### config.mk
export PLATFORM = sky130hd
export DESIGN_NAME = cmp_search_ctrl
export DESIGN_NICKNAME = d
export VERILOG_FILES = /design/src/rtl/cmp_search_ctrl_pkg.sv /design/src/rtl/cmp_search_ctrl.sv
export SDC_FILE = /design/constraint.sdc
export NUM_CORES = 1
export LEC_CHECK = 0
export BUFFER_PORTS_ARGS = -buffer_cell sky130_fd_sc_hd__buf_2
export CORE_ASPECT_RATIO = 2
export CORE_MARGIN = 5
export CORE_UTILIZATION = 40
export CTS_CLUSTER_DIAMETER = 120
export DETAILED_ROUTE_END_ITERATION = 12
export PLACE_DENSITY = 0.61
export SYNTH_ARGS = -nofsm -noshare
export SYNTH_HDL_FRONTEND = slang
export SYNTH_SLANG_ARGS = --single-unit
### constraint.sdc
create_clock -name clk -period 2.19 [get_ports clk]
set_input_delay 0.657 -clock clk [delete_from_list [all_inputs] [get_ports clk]]
set_output_delay 0.657 -clock clk [all_outputs]
set_load 0.05 [all_outputs]
### src/rtl/cmp_search_ctrl_pkg.sv
// Shared types for the successive-approximation comparator search controller.
// Holds the FSM state encoding and the width helper for the probe counter.
package cmp_search_ctrl_pkg;

  typedef enum logic [1:0] {
    StIdle  = 2'd0,
    StProbe = 2'd1,
    StDone  = 2'd2
  } state_e;

  // Probe count never exceeds width+1, so this many bits always suffice.
  function automatic int unsigned probes_width(input int unsigned width);
    return $clog2(width + 2);
  endfunction

endpackage

### src/rtl/cmp_search_ctrl.sv
// Binary-search controller: drives guesses into an external magnitude comparator
// and recovers the hidden operand from its gt/eq/lt flags.
module cmp_search_ctrl
  import cmp_search_ctrl_pkg::*;
#(
  parameter int unsigned WIDTH   = 4,
  parameter int unsigned CMP_LAT = 0
) (
  input  logic                                clk,
  input  logic                                rst_n,
  input  logic                                start,
  input  logic                                cmp_gt,
  input  logic                                cmp_eq,
  input  logic                                cmp_lt,
  output logic [WIDTH-1:0]                    guess,
  output logic                                busy,
  output logic                                done,
  output logic                                found,
  output logic                                err,
  output logic [WIDTH-1:0]                    result,
  output logic [probes_width(WIDTH)-1:0]      probes
);

  localparam int unsigned    PW       = probes_width(WIDTH);
  localparam int unsigned    WaitW    = (CMP_LAT != 0) ? $clog2(CMP_LAT + 1) : 1;
  localparam logic [WIDTH:0] RangeMax = {1'b0, {WIDTH{1'b1}}};
  localparam logic [WIDTH:0] ExtOne   = (WIDTH + 1)'(1);

  state_e            state_q, state_d;
  logic [WIDTH-1:0]  guess_q, guess_d, result_q, result_d;
  logic [WIDTH:0]    lo_q, lo_d, hi_q, hi_d, guess_ext;
  logic [WaitW-1:0]  wait_q, wait_d;
  logic [PW-1:0]     probes_q, probes_d;
  logic              found_q, found_d, err_q, err_d;
  logic              sample, finish;

  function automatic logic [WIDTH-1:0] midpoint(input logic [WIDTH:0] a,
                                                 input logic [WIDTH:0] b);
    logic [WIDTH:0] sum;
    sum = a + b;
    return sum[WIDTH:1];
  endfunction

  assign guess_ext = {1'b0, guess_q};
  assign sample    = (state_q == StProbe) && (wait_q == WaitW'(CMP_LAT));

  always_ff @(posedge clk or negedge rst_n) begin
    if (!rst_n) begin
      state_q <= StIdle;
    end else begin
      state_q <= state_d;
    end
  end

  always_comb begin
    state_d = state_q;
    unique case (state_q)
      StIdle:  if (start) state_d = StProbe;
      StProbe: if (finish) state_d = StDone;
      StDone:  state_d = StIdle;
      default: state_d = StIdle;
    endcase
  end

  always_comb begin
    guess_d  = guess_q;
    result_d = result_q;
    lo_d     = lo_q;
    hi_d     = hi_q;
    wait_d   = wait_q;
    probes_d = probes_q;
    found_d  = found_q;
    err_d    = err_q;
    finish   = 1'b0;
    if (state_q == StIdle && start) begin
      lo_d     = '0;
      hi_d     = RangeMax;
      guess_d  = midpoint('0, RangeMax);
      wait_d   = '0;
      probes_d = '0;
      found_d  = 1'b0;
      err_d    = 1'b0;
    end else if (state_q == StProbe) begin
      if (!sample) begin
        wait_d = wait_q + WaitW'(1);
      end else begin
        probes_d = probes_q + PW'(1);
        finish   = 1'b1;
        case ({cmp_gt, cmp_eq, cmp_lt})
          3'b010: begin
            result_d = guess_q;
            found_d  = 1'b1;
          end
          3'b100: begin
            lo_d = guess_ext + ExtOne;
            // guess >= hi means the raised lo would pass hi
            if (guess_ext >= hi_q) begin
              err_d = 1'b1;
            end else begin
              guess_d = midpoint(lo_d, hi_q);
              wait_d  = '0;
              finish  = 1'b0;
            end
          end
          3'b001: begin
            hi_d = guess_ext - ExtOne;
            if (guess_ext <= lo_q) begin
              err_d = 1'b1;
            end else begin
              guess_d = midpoint(lo_q, hi_d);
              wait_d  = '0;
              finish  = 1'b0;
            end
          end
          default: begin
            err_d   = 1'b1;
            found_d = 1'b0;
          end
        endcase
      end
    end
  end

  always_ff @(posedge clk or negedge rst_n) begin
    if (!rst_n) begin
      guess_q  <= '0;
      result_q <= '0;
      lo_q     <= '0;
      hi_q     <= RangeMax;
      wait_q   <= '0;
      probes_q <= '0;
      found_q  <= 1'b0;
      err_q    <= 1'b0;
    end else begin
      guess_q  <= guess_d;
      result_q <= result_d;
      lo_q     <= lo_d;
      hi_q     <= hi_d;
      wait_q   <= wait_d;
      probes_q <= probes_d;
      found_q  <= found_d;
      err_q    <= err_d;
    end
  end

  always_comb begin
    busy = (state_q == StProbe);
    done = (state_q == StDone);
  end

  assign guess  = guess_q;
  assign result = result_q;
  assign probes = probes_q;
  assign found  = found_q;
  assign err    = err_q;

endmodule

# Word-level counts from Yosys, hierarchy flattened

Index checks and enable logic that the tools add are counted.

Logic and storage cells: 95
Bits in registers: 26
Output and inout port bits: 15
Input bits: 6

Magnitude comparators: 2
Reduce and logical (&&, ||, !) cells: 18
Add/subtract/negate cells: 6
Muxes and demuxes: 42
Equality and inequality tests: 16
Bitwise logic cells: 2

Operators by type and width:

| cell                                             | number |
|---|---|
| 2-to-1 mux 5 bit                                 | 8 |
| 2-to-1 mux 4 bit                                 | 5 |
| 2-to-1 mux 1 bit                                 | 18 |
| != test 3 bit, second input constant             | 4 |
| adder 5 bit                                      | 2 |
| AND reduction 5 bit                              | 2 |
| 2-to-1 mux 3 bit                                 | 3 |
| AND reduction 3 bit                              | 3 |
| != test 4 bit, second input constant             | 2 |
| one-hot mux 4 bit (2 select lines)               | 1 |
| AND reduction 4 bit                              | 2 |
| nonzero test 2 bit                               | 4 |
| one-hot mux 1 bit (2 select lines)               | 3 |
| adder 4 x 1 -> 5 bit, second input constant      | 1 |
| >= comparator 4 x 5 -> 1 bit                     | 1 |
| <= comparator 4 x 5 -> 1 bit                     | 1 |
| subtractor 4 x 1 -> 5 bit, second input constant | 1 |
| 2-to-1 mux 2 bit                                 | 2 |
| != test 2 x 1 -> 1 bit, second input constant    | 2 |
| != test 2 bit, second input constant             | 2 |
| != test 4 x 1 -> 1 bit, second input constant    | 1 |
| one-hot mux 2 bit (2 select lines)               | 1 |
| AND reduction 2 bit                              | 2 |
| adder 3 x 1 -> 3 bit, second input constant      | 1 |
| other kinds (12)                                 | 14 |

# Logic depth before layout (Yosys ltp)

Gate-level depths: netlist of the first run.

Word-level depth: 8
Gate-level depth with buffers: 9
Mapped depth without buffers: 9

# Worst setup path after synthesis of the first run

No wires, ideal clock.

Kind: reg2reg
Start point: register guess_q[0], in the netlist guess[0]
End point: register guess_q[2], in the netlist guess[2]
Library setup time: 137 ps
Setup slack: -257 ps
Data arrival time: 2,310 ps
Data required time: 2,053 ps
Stages on the path, launching flop included: 8
Path buffers: 0
Period minus slack after synthesis: 2,447 ps
Path through: dfrtp_1 inv_1 ha_1 nand2b_1 a2111oi_2 o21bai_1 a221oi_2 o21ai_1

Cells in the longest elaborated chain, start to end: 7
Elaborated cells on any way between the ends: 15
Those cells by class: 4 x add/sub; 2 x order compare; 2 x eq/ne; 6 x mux; 1 x reduce/logical

RTL lines:

| element                                                                  | line                                          | RTL |
|---|---|---|
| start: declaration                                                       | cmp_search_ctrl.sv:30                         | `logic [WIDTH-1:0] guess_q, guess_d, result_q, result_d;` |
| start signal: assignment                                                 | cmp_search_ctrl.sv:135                        | `guess_q <= guess_d;` |
| subtractor 4 x 1 -> 5 bit / adder 4 x 1 -> 5 bit (equally long branches) | cmp_search_ctrl.sv:106, cmp_search_ctrl.sv:95 |  |
| adder 5 bit                                                              | cmp_search_ctrl.sv:40                         | `sum = a + b;` |
| 2-to-1 mux 4 bit, on equally long branches                               | cmp_search_ctrl.sv:107, cmp_search_ctrl.sv:97 |  |
| one-hot mux 4 bit (2 select lines)                                       | cmp_search_ctrl.sv:89                         | `case ({cmp_gt, cmp_eq, cmp_lt})` |
| 2-to-1 mux 4 bit                                                         | cmp_search_ctrl.sv:84                         | `if (!sample) begin` |
| 2-to-1 mux 4 bit                                                         | cmp_search_ctrl.sv:83                         | `end else if (state_q == StProbe) begin` |
| 2-to-1 mux 4 bit                                                         | cmp_search_ctrl.sv:75                         | `if (state_q == StIdle && start) begin` |

Parallel ways exist; a longest one is shown, timed or not. The select of a mux whose other input is x is not followed.
A chain may end at the register's enable or synchronous reset.

# Worst setup path in the final report of the first run

Start point: register guess_q[1], in the netlist guess[1]
End point: register guess_q[0], in the netlist guess[0]

The elaborated chain is that of the path after synthesis.

==> impl_metrics.env, run 1 <==
export IMPL_grt_max_degree=27
export IMPL_utilization=0.477
export IMPL_syn_num_nets=210
export IMPL_gp_congestion=0.831
export IMPL_synth_edf_count=0
export IMPL_final_common_cell="buf_2"
export IMPL_fillers=439
export IMPL_die_w_um=57.4
export IMPL_worst_slew_pin_slew_ps=611
export IMPL_status="finished clean"
export IMPL_wire_per_inst_um=17.3
export IMPL_cp_arrival_ps=2210
export IMPL_worst_r2r_cell_count=6
export IMPL_antenna_found_initial=0
export IMPL_peakVddDrop_mv=0.661
export IMPL_ys_types=48
export IMPL_cts_sinks=26
export IMPL_total_power_uw=3040
export IMPL_syn_instance_count=185
export IMPL_fin_crit_ps=2080
export IMPL_port_buffer_count=20
export IMPL_core_mm2=0.00438
export IMPL_area_growth_pct=16.0
export IMPL_power_share_switching=0.495
export IMPL_multi_input_comb_area_mm2=0.00109
export IMPL_slew_headroom=0.593
export IMPL_cts_max_path_buffers=2
export IMPL_fin_nets=237
export IMPL_antenna_left=0
export IMPL_fp_dieH_um=105
export IMPL_synthFlopType="dfrtp_1"
export IMPL_first_global_vias=1518
export IMPL_cts_tree="yes"
export IMPL_r2r_slack_ps=110
export IMPL_yosysWarnings=0
export IMPL_leakage_uw=0.00101
export IMPL_cp_start_kind="flip-flop"
export IMPL_grt_usage=0.161
export IMPL_via_per_inst=5.61
export IMPL_crit_type="flip-flop to flip-flop"
export IMPL_diodes=0
export IMPL_drive_gt1_frac=0.284
export IMPL_final_cell_mix="20 x buf_2, 19 x dfrtp_1, 16 x nand3_1, 16 x ha_1, 13 x nand2_1"
export IMPL_clk_latency_ps=270
export IMPL_final_seq_area_um2=659
export IMPL_cp_max_fo=5
export IMPL_dp_hpwl_um=3700
export IMPL_grt_pass1_wl_um=7600
export IMPL_worstReg2RegStart="guess[1]$_DFFE_PN0P_"
export IMPL_dieArea_mm2=0.00602
export IMPL_cts_root_buf="clkbuf_8"
export IMPL_drt_iter0_markers=28
export IMPL_drc=0
export IMPL_ys_ff_latch=26
export IMPL_internal_power_uw=1540
export IMPL_seq_area_frac_synth=0.364
export IMPL_grt_ovfl_total=0
export IMPL_fin_crit_sh=0.951
export IMPL_cts_hold_buf=0
export IMPL_dr_pass1_iters=4
export IMPL_power_frac_clock=0.102
export IMPL_ys_async_sr_fraction=1.00
export IMPL_power_switching_uw=1510
export IMPL_skew_ps=7.77
export IMPL_start_util=0.411
export IMPL_r2r_end="guess[0]$_DFFE_PN0P_"
export IMPL_drv_cap=0
export IMPL_finalSetupViolCount=0
export IMPL_seqPwrFrac=0.264
export IMPL_end_kind="flip-flop"
export IMPL_worstPathRequired_ps=2310
export IMPL_fmax_ghz=0.480
export IMPL_synth_area_per_cell_um2=9.73
export IMPL_fp_row_count=34
export IMPL_worstHoldPathType="input pin to asynchronous set/reset pin"
export IMPL_cts_htree_levels=1
export IMPL_via_count=1487
export IMPL_comb_power_share=0.634
export IMPL_critPathLaunch="guess[1]$_DFFE_PN0P_"
export IMPL_p_per_area_mw_per_mm2=1460
export IMPL_cts_buffers=3
export IMPL_io_pins=21
export IMPL_finalHoldWorstSlack_ps=386
export IMPL_routed_wl_um=4580
export IMPL_clkTransAtPathRegs_ps=90
export IMPL_cts_setup_buffers=0
export IMPL_syn_area_mm2=0.00180
export IMPL_report_final_slew_viol_count=0
export IMPL_hold_viol=0
synthesized netlist by cell type (2+ instances only):
cell	count	area, um2
dfrtp_1	22	551
ha_1	17	213
nand3_1	16	80.1
nand2_1	13	48.8
inv_1	11	41.3
o21ai_0	10	50.1
a21oi_1	8	40.0
nor2_1	8	30.0
nor3_1	7	35.0
xnor2_1	6	52.6
xor2_1	6	52.6
clkbuf_1	4	15.0
dfstp_2	4	105
a21o_1	3	22.5
nand2b_1	3	18.8
nor2b_1	3	18.8
o21ai_1	3	15.0
a221oi_2	2	30.0
and2_1	2	12.5
and3_1	2	12.5
buf_6	2	22.5
fa_1	2	40.0
mux2_2	2	22.5
mux2_4	2	30.0
nor3b_1	2	15.0
o221ai_1	2	17.5
or3_1	2	12.5
power by group through the flow:
stage / clock, uW / combinational [uW] / sequential (uW)
6_report: 310 / 1930 / 803
5_1_grt: 332 / 2110 / 832
4_1_cts: 317 / 1940 / 802
3_5_place_dp: 0 / 1930 / 812
3_3_place_gp: 0 / 1920 / 806
2_1_floorplan: 0 / 1170 / 1090
flip-flops by register name, summed over array words and instances (netlist names):
register and cells:
err 1, found 1, guess 4, hi_q 5
lo_q 5, probes 3, result 4, state_q 2
wait_q 1
timing repair:
item                       CTS  global route
gates resized for setup      0             4
setup endpoints to repair    1             6
pin swaps                    1             2
gates cloned                 0             0
through the flow:
stage	area, um2	TNS, ps	worst slack (ps)	cells
3_3_place_gp	2020	0	5.37	261
4_1_cts	2080	0	39.3	265
5_1_grt	2090	-15.6	-15.6	265
3_5_place_dp	2020	0	11.7	261
2_1_floorplan	1830	-5.02	-5.02	185
6_report	2090	0	106	265
how the worst max path moves through the flow:
| stage | to | cells past startpoint | slack [ps] |
|---|---|---|---|
| 3_5_place_dp | guess[0]$_DFFE_PN0P_ | 7 | 10 |
| 5_1_grt | guess[2]$_DFFE_PN0P_ | 9 | -20 |
| 4_1_cts | guess[0]$_DFFE_PN0P_ | 7 | 40 |
| 3_3_place_gp | guess[2]$_DFFE_PN0P_ | 7 | 5 |
| 6_report | guess[0]$_DFFE_PN0P_ | 6 | 110 |
| 2_1_floorplan | guess[2]$_DFFE_PN0P_ | 7 | -5 |
worst max-delay path, cell delays in order (launching register included):
cell and delay, ps:
dfrtp_2 440, buf_4 170, ha_1 340, a2111oi_4 490, o21bai_2 160, a221oi_2 240
o21ai_1 100
cell families after synthesis:
logic type	count (synthesis)	share of synthesized area
buffers and inverters	19	0.0493
DFF	26	0.364
and+or+nand+nor	67	0.211
muxes	5	0.0347
xor gates and xnor gates	12	0.0584
adders and majority gates	19	0.140
AOI/OAI and AO/OA	37	0.142
layout make-up:
type / instances / share of cell area
Multi-Input combinational cell: 140 / 0.523
Sequential cell: 26 / 0.316
Timing Repair Buffer: 29 / 0.0803
Tap cell: 54 / 0.0324
Clock buffer: 4 / 0.0264
Inverter: 12 / 0.0222
per-layer routing:
metal / part of all wire / vias to the layer above / global-route usage / wire (um)
li1: - / 707 / - / -
met2: 0.54 / 35 / 0.295 / 2450
met1: 0.38 / 729 / 0.177 / 1740
met4: 0.054 / 0 / 0.0730 / 245
met5: 0 / - / 0 / 0
met3: 0.031 / 16 / 0.0185 / 143
Note: power is estimated with default switching activity, not from simulation.
==> run 2: changes to the inputs <==
PLACE_DENSITY = 0.66   (was 0.61)
==> impl_metrics.env, run 2 (synthesis gave the netlist of run 1 again) <==
export IMPL_status="finished clean"
export IMPL_power_frac_clock=0.093
export IMPL_io_pins=21
export IMPL_internal_power_uw=1520
export IMPL_clk_latency_ps=280
export IMPL_cts_setup_buffers=0
export IMPL_placedCellCount=260
export IMPL_leakage_uw=0.00101
export IMPL_dieArea_mm2=0.00602
export IMPL_via_count=1463
export IMPL_cp_max_fo=5
export IMPL_grt_setup_unrepaired="no"
export IMPL_critPathBufInv=0
export IMPL_setup_slack_ps=105
export IMPL_fmax_ghz=0.480
export IMPL_cts_sinks=26
export IMPL_dp_hpwl_um=3760
export IMPL_drc=0
export IMPL_slowest_delay_ps=450
export IMPL_post_route_cell_area_mm2=0.00209
export IMPL_end_kind="flip-flop"
export IMPL_p_per_area_mw_per_mm2=1470
export IMPL_skew_ps=8.86
export IMPL_layout_cells_non_filler=264
export IMPL_seqPwrFrac=0.263
export IMPL_power_share_switching=0.506
export IMPL_wire_per_inst_um=17.8
export IMPL_dr_pass1_iters=4
export IMPL_power_switching_uw=1560
export IMPL_cts_tree="yes"
export IMPL_drt_iter0_markers=59
export IMPL_final_common_cell="buf_2"
export IMPL_fp_row_count=34
export IMPL_critPathSlowestCell="dfrtp_2"
export IMPL_post_place_ws_ps=59.7
export IMPL_via_per_inst=5.54
export IMPL_first_global_vias=1554
export IMPL_dpl_instance_area_mm2=0.00202
export IMPL_die_w_um=57.4
export IMPL_grt_pass1_wl_um=7530
export IMPL_core_mm2=0.00438
export IMPL_start_util=0.411
export IMPL_antenna_left=0
export IMPL_fin_nets=236
export IMPL_fp_dieH_um=105
export IMPL_drive_gt1_frac=0.290
export IMPL_grt_max_degree=27
export IMPL_clkTransAtPathRegs_ps=90
export IMPL_hold_viol=0
export IMPL_worst_slew_pin_slew_ps=596
export IMPL_cts_root_buf="clkbuf_8"
export IMPL_report_final_slew_viol_count=0
export IMPL_worstHoldPathType="input pin to asynchronous set/reset pin"
export IMPL_cp_arrival_ps=2290
export IMPL_port_buffer_count=20
export IMPL_grt_usage=0.164
export IMPL_peakVddDrop_mv=0.834
export IMPL_area_growth_pct=16.3
export IMPL_cp_top_family="adder cells"
export IMPL_top_regs="hi_q (5), lo_q (5)"
export IMPL_diodes=0
export IMPL_crit_type="flip-flop to flip-flop"
export IMPL_gp_congestion=0.921
export IMPL_cp_start_kind="flip-flop"
export IMPL_grt_ovfl_total=0
export IMPL_fin_crit_ps=2080
export IMPL_slew_headroom=0.603
export IMPL_cts_buffers=3
export IMPL_antenna_found_initial=0
export IMPL_worstPathRequired_ps=2390
export IMPL_fin_crit_sh=0.952
export IMPL_cts_htree_levels=1
export IMPL_cts_max_path_buffers=2
export IMPL_finalSetupViolCount=0
export IMPL_routed_wl_um=4710
export IMPL_comb_power_share=0.644
export IMPL_final_cell_mix="20 x buf_2, 19 x dfrtp_1, 16 x nand3_1, 16 x ha_1, 13 x nand2_1"
export IMPL_drv_cap=0
export IMPL_crit_path_cell_trace="ha_1 -> xor2_2 -> ha_1 -> a21o_1 -> a21oi_1 -> xnor2_1 -> mux2i_1 -> o21ai_1"
export IMPL_cp_common_cell="ha_1"
## run 2: area by class of cell
type / instances / area, um2
Tap cell: 54 / 67.6
Fill cell: 436 / 2290
Timing Repair Buffer: 28 / 160
Sequential cell: 26 / 659
Clock buffer: 4 / 45.0
Inverter: 12 / 46.3
Multi-Input combinational cell: 140 / 1110
## run 2: metrics by stage
step	TNS, ps	utilization	power [uW]	hold WS [ps]
6_report	0	0.478	3070	368
3_3_place_gp	0	0.460	2720	456
3_5_place_dp	0	0.460	2750	469
5_1_grt	0	0.478	3280	406
4_1_cts	0	0.471	3030	398
2_1_floorplan	-5.02	-	2260	361
## run 2: timing repair
action / CTS / global route
endpoints found under the setup margin: 0 / 3
gates resized for setup: 0 / 7
hold buffers: 0 / 0
## run 2: final timing paths
check                                           from                     to  slack [ps]  cells after the start
worst min-delay path                           rst_n  result[1]$_DFFE_PN0P_         370                      1
worst max register to register  guess[0]$_DFFE_PN0P_   guess[3]$_DFFE_PN0P_         110                      8
worst max-delay path            guess[0]$_DFFE_PN0P_   guess[3]$_DFFE_PN0P_         110                      8
min in group clk                     err$_DFFE_PN0P_        err$_DFFE_PN0P_         490                      2
worst min register to register       err$_DFFE_PN0P_        err$_DFFE_PN0P_         490                      2
max in group asynchronous                      rst_n   guess[2]$_DFFE_PN0P_        1390                      1
## run 2: power groups by stage
stage	Clock, uW	Sequential [uW]	Combinational (uW)
2_1_floorplan	0	1090	1170
6_report	287	807	1980
3_5_place_dp	0	808	1940
5_1_grt	312	833	2130
4_1_cts	289	799	1940
3_3_place_gp	0	798	1920
## run 2: per-layer routing
metal / vias to the layer above / global-route usage / part of all wire
met5: - / 0 / 0
met1: 701 / 0.163 / 0.36
li1: 698 / - / -
met2: 41 / 0.289 / 0.54
met3: 23 / 0.0198 / 0.033
met4: 0 / 0.134 / 0.073
==> run 3: changes to the inputs <==
GPL_TIMING_DRIVEN = 0   (was not set)
==> impl_metrics.env, run 3 (synthesis gave the netlist of run 1 again) <==
export IMPL_cp_max_fo=4
export IMPL_finalHoldWorstSlack_ps=375
export IMPL_cts_root_buf="clkbuf_8"
export IMPL_core_mm2=0.00438
export IMPL_cp_start_kind="flip-flop"
export IMPL_cts_htree_levels=1
export IMPL_fp_row_count=34
export IMPL_grt_pass1_wl_um=8040
export IMPL_grt_setup_unrepaired="yes"
export IMPL_port_buffer_count=20
export IMPL_dp_hpwl_um=3530
export IMPL_diodes=0
export IMPL_utilization=0.500
export IMPL_worstPathRequired_ps=2350
export IMPL_drt_iter0_markers=52
export IMPL_hold_viol=0
export IMPL_finalSetupViolCount=2
export IMPL_status="complete, but fails checks"
export IMPL_grt_max_degree=27
export IMPL_first_global_vias=1626
export IMPL_die_w_um=57.4
export IMPL_end_kind="flip-flop"
export IMPL_post_place_ws_ps=-136
export IMPL_clkTransAtPathRegs_ps=90
export IMPL_gp_congestion=0.846
export IMPL_area_growth_pct=21.8
export IMPL_fmax_ghz=0.454
export IMPL_fp_dieH_um=105
export IMPL_routed_wl_um=4790
export IMPL_dieArea_mm2=0.00602
export IMPL_cts_tree="yes"
export IMPL_fillers=408
export IMPL_skew_ps=3.72
export IMPL_drive_gt1_frac=0.324
export IMPL_antenna_found_initial=0
export IMPL_leakage_uw=0.00105
export IMPL_grt_ovfl_total=0
export IMPL_post_route_cell_area_mm2=0.00219
export IMPL_violations="negative setup slack"
export IMPL_drc=0
export IMPL_wire_per_inst_um=17.5
export IMPL_top_regs="hi_q (5), lo_q (5)"
export IMPL_report_final_slew_viol_count=0
export IMPL_fin_nets=245
export IMPL_slew_headroom=0.604
export IMPL_final_seq_area_um2=658
export IMPL_p_per_area_mw_per_mm2=1500
export IMPL_crit_type="flip-flop to flip-flop"
export IMPL_final_common_cell="buf_2"
export IMPL_dr_pass1_iters=4
export IMPL_setup_slack_ps=-12.0
export IMPL_io_pins=21
export IMPL_cts_max_path_buffers=2
export IMPL_fin_crit_ps=2200
export IMPL_grt_usage=0.172
export IMPL_multi_input_comb_area_mm2=0.00114
export IMPL_cp_arrival_ps=2360
export IMPL_fin_crit_sh=1.01
export IMPL_final_cell_mix="21 x buf_2, 20 x dfrtp_1, 16 x nand3_1"
export IMPL_antenna_left=0
export IMPL_dpl_instance_area_mm2=0.00200
export IMPL_cts_sinks=26
export IMPL_peakVddDrop_mv=0.743
export IMPL_drv_cap=0
export IMPL_total_power_uw=3290
export IMPL_cts_buffers=3
export IMPL_clk_latency_ps=270
export IMPL_worst_slew_pin_slew_ps=594
export IMPL_via_count=1497
export IMPL_via_per_inst=5.48
export IMPL_worstHoldPathType="input pin to asynchronous set/reset pin"
export IMPL_start_util=0.411
## run 3: what timing repair did
item                                    4_1_cts  5_1_grt
setup buffers                                 7        3
pin swaps                                     2        3
gates resized for setup                       6        6
endpoints found under the setup margin        5        3
hold buffers                                  0        0
## run 3: path summary, 6_finish.rpt
| path | cells after the start | slack [ps] | end | start |
|---|---|---|---|---|
| worst max-delay path | 9 | -10 | guess[3]$_DFFE_PN0P_ | guess[0]$_DFFE_PN0P_ |
| worst min-delay path | 1 | 370 | result[1]$_DFFE_PN0P_ | rst_n |
| worst max register to register | 9 | -10 | guess[3]$_DFFE_PN0P_ | guess[0]$_DFFE_PN0P_ |
| worst min register to register | 2 | 490 | result[1]$_DFFE_PN0P_ | result[1]$_DFFE_PN0P_ |
| max in group asynchronous | 1 | 1400 | guess[0]$_DFFE_PN0P_ | rst_n |
| min in group clk | 2 | 490 | result[1]$_DFFE_PN0P_ | result[1]$_DFFE_PN0P_ |
## run 3: worst max-delay path, stage by stage (launching register included)
cell	delay, ps
dfrtp_2	430
clkinvlp_4	170
ha_4	310
inv_1	100
fa_2	370
a21o_1	180
a21oi_2	160
xnor2_1	80
mux2i_1	180
o21ai_1	90
## run 3: area by class of cell
| type | count | share of cell area |
|---|---|---|
| inverter | 12 | 0.0228 |
| clock buffer | 4 | 0.0205 |
| tap | 54 | 0.0308 |
| timing repair buffer | 30 | 0.0856 |
| sequential | 26 | 0.300 |
| buffer | 7 | 0.0200 |
| multi-input combinational | 140 | 0.520 |
## run 3: power by group
part	switching, uW	internal [uW]
combinational	1330	882
sequential	137	645
clock	156	130
total	1630	1660
## run 3: through the flow
| stage | setup TNS (ps) | std cells |
|---|---|---|
| 2_1_floorplan | -5.02 | 185 |
| 3_3_place_gp | -315 | 259 |
| 3_5_place_dp | -321 | 259 |
| 4_1_cts | 0 | 270 |
| 5_1_grt | -455 | 273 |
| 6_report | -18.6 | 273 |
## run 3: per-layer routing
metal  part of all wire  routed length (um)  GRT usage
met1               0.35                1680      0.182
met5                  0                   0          0
met4              0.069                 332      0.121
met2               0.55                2640      0.302
met3              0.028                 135     0.0185
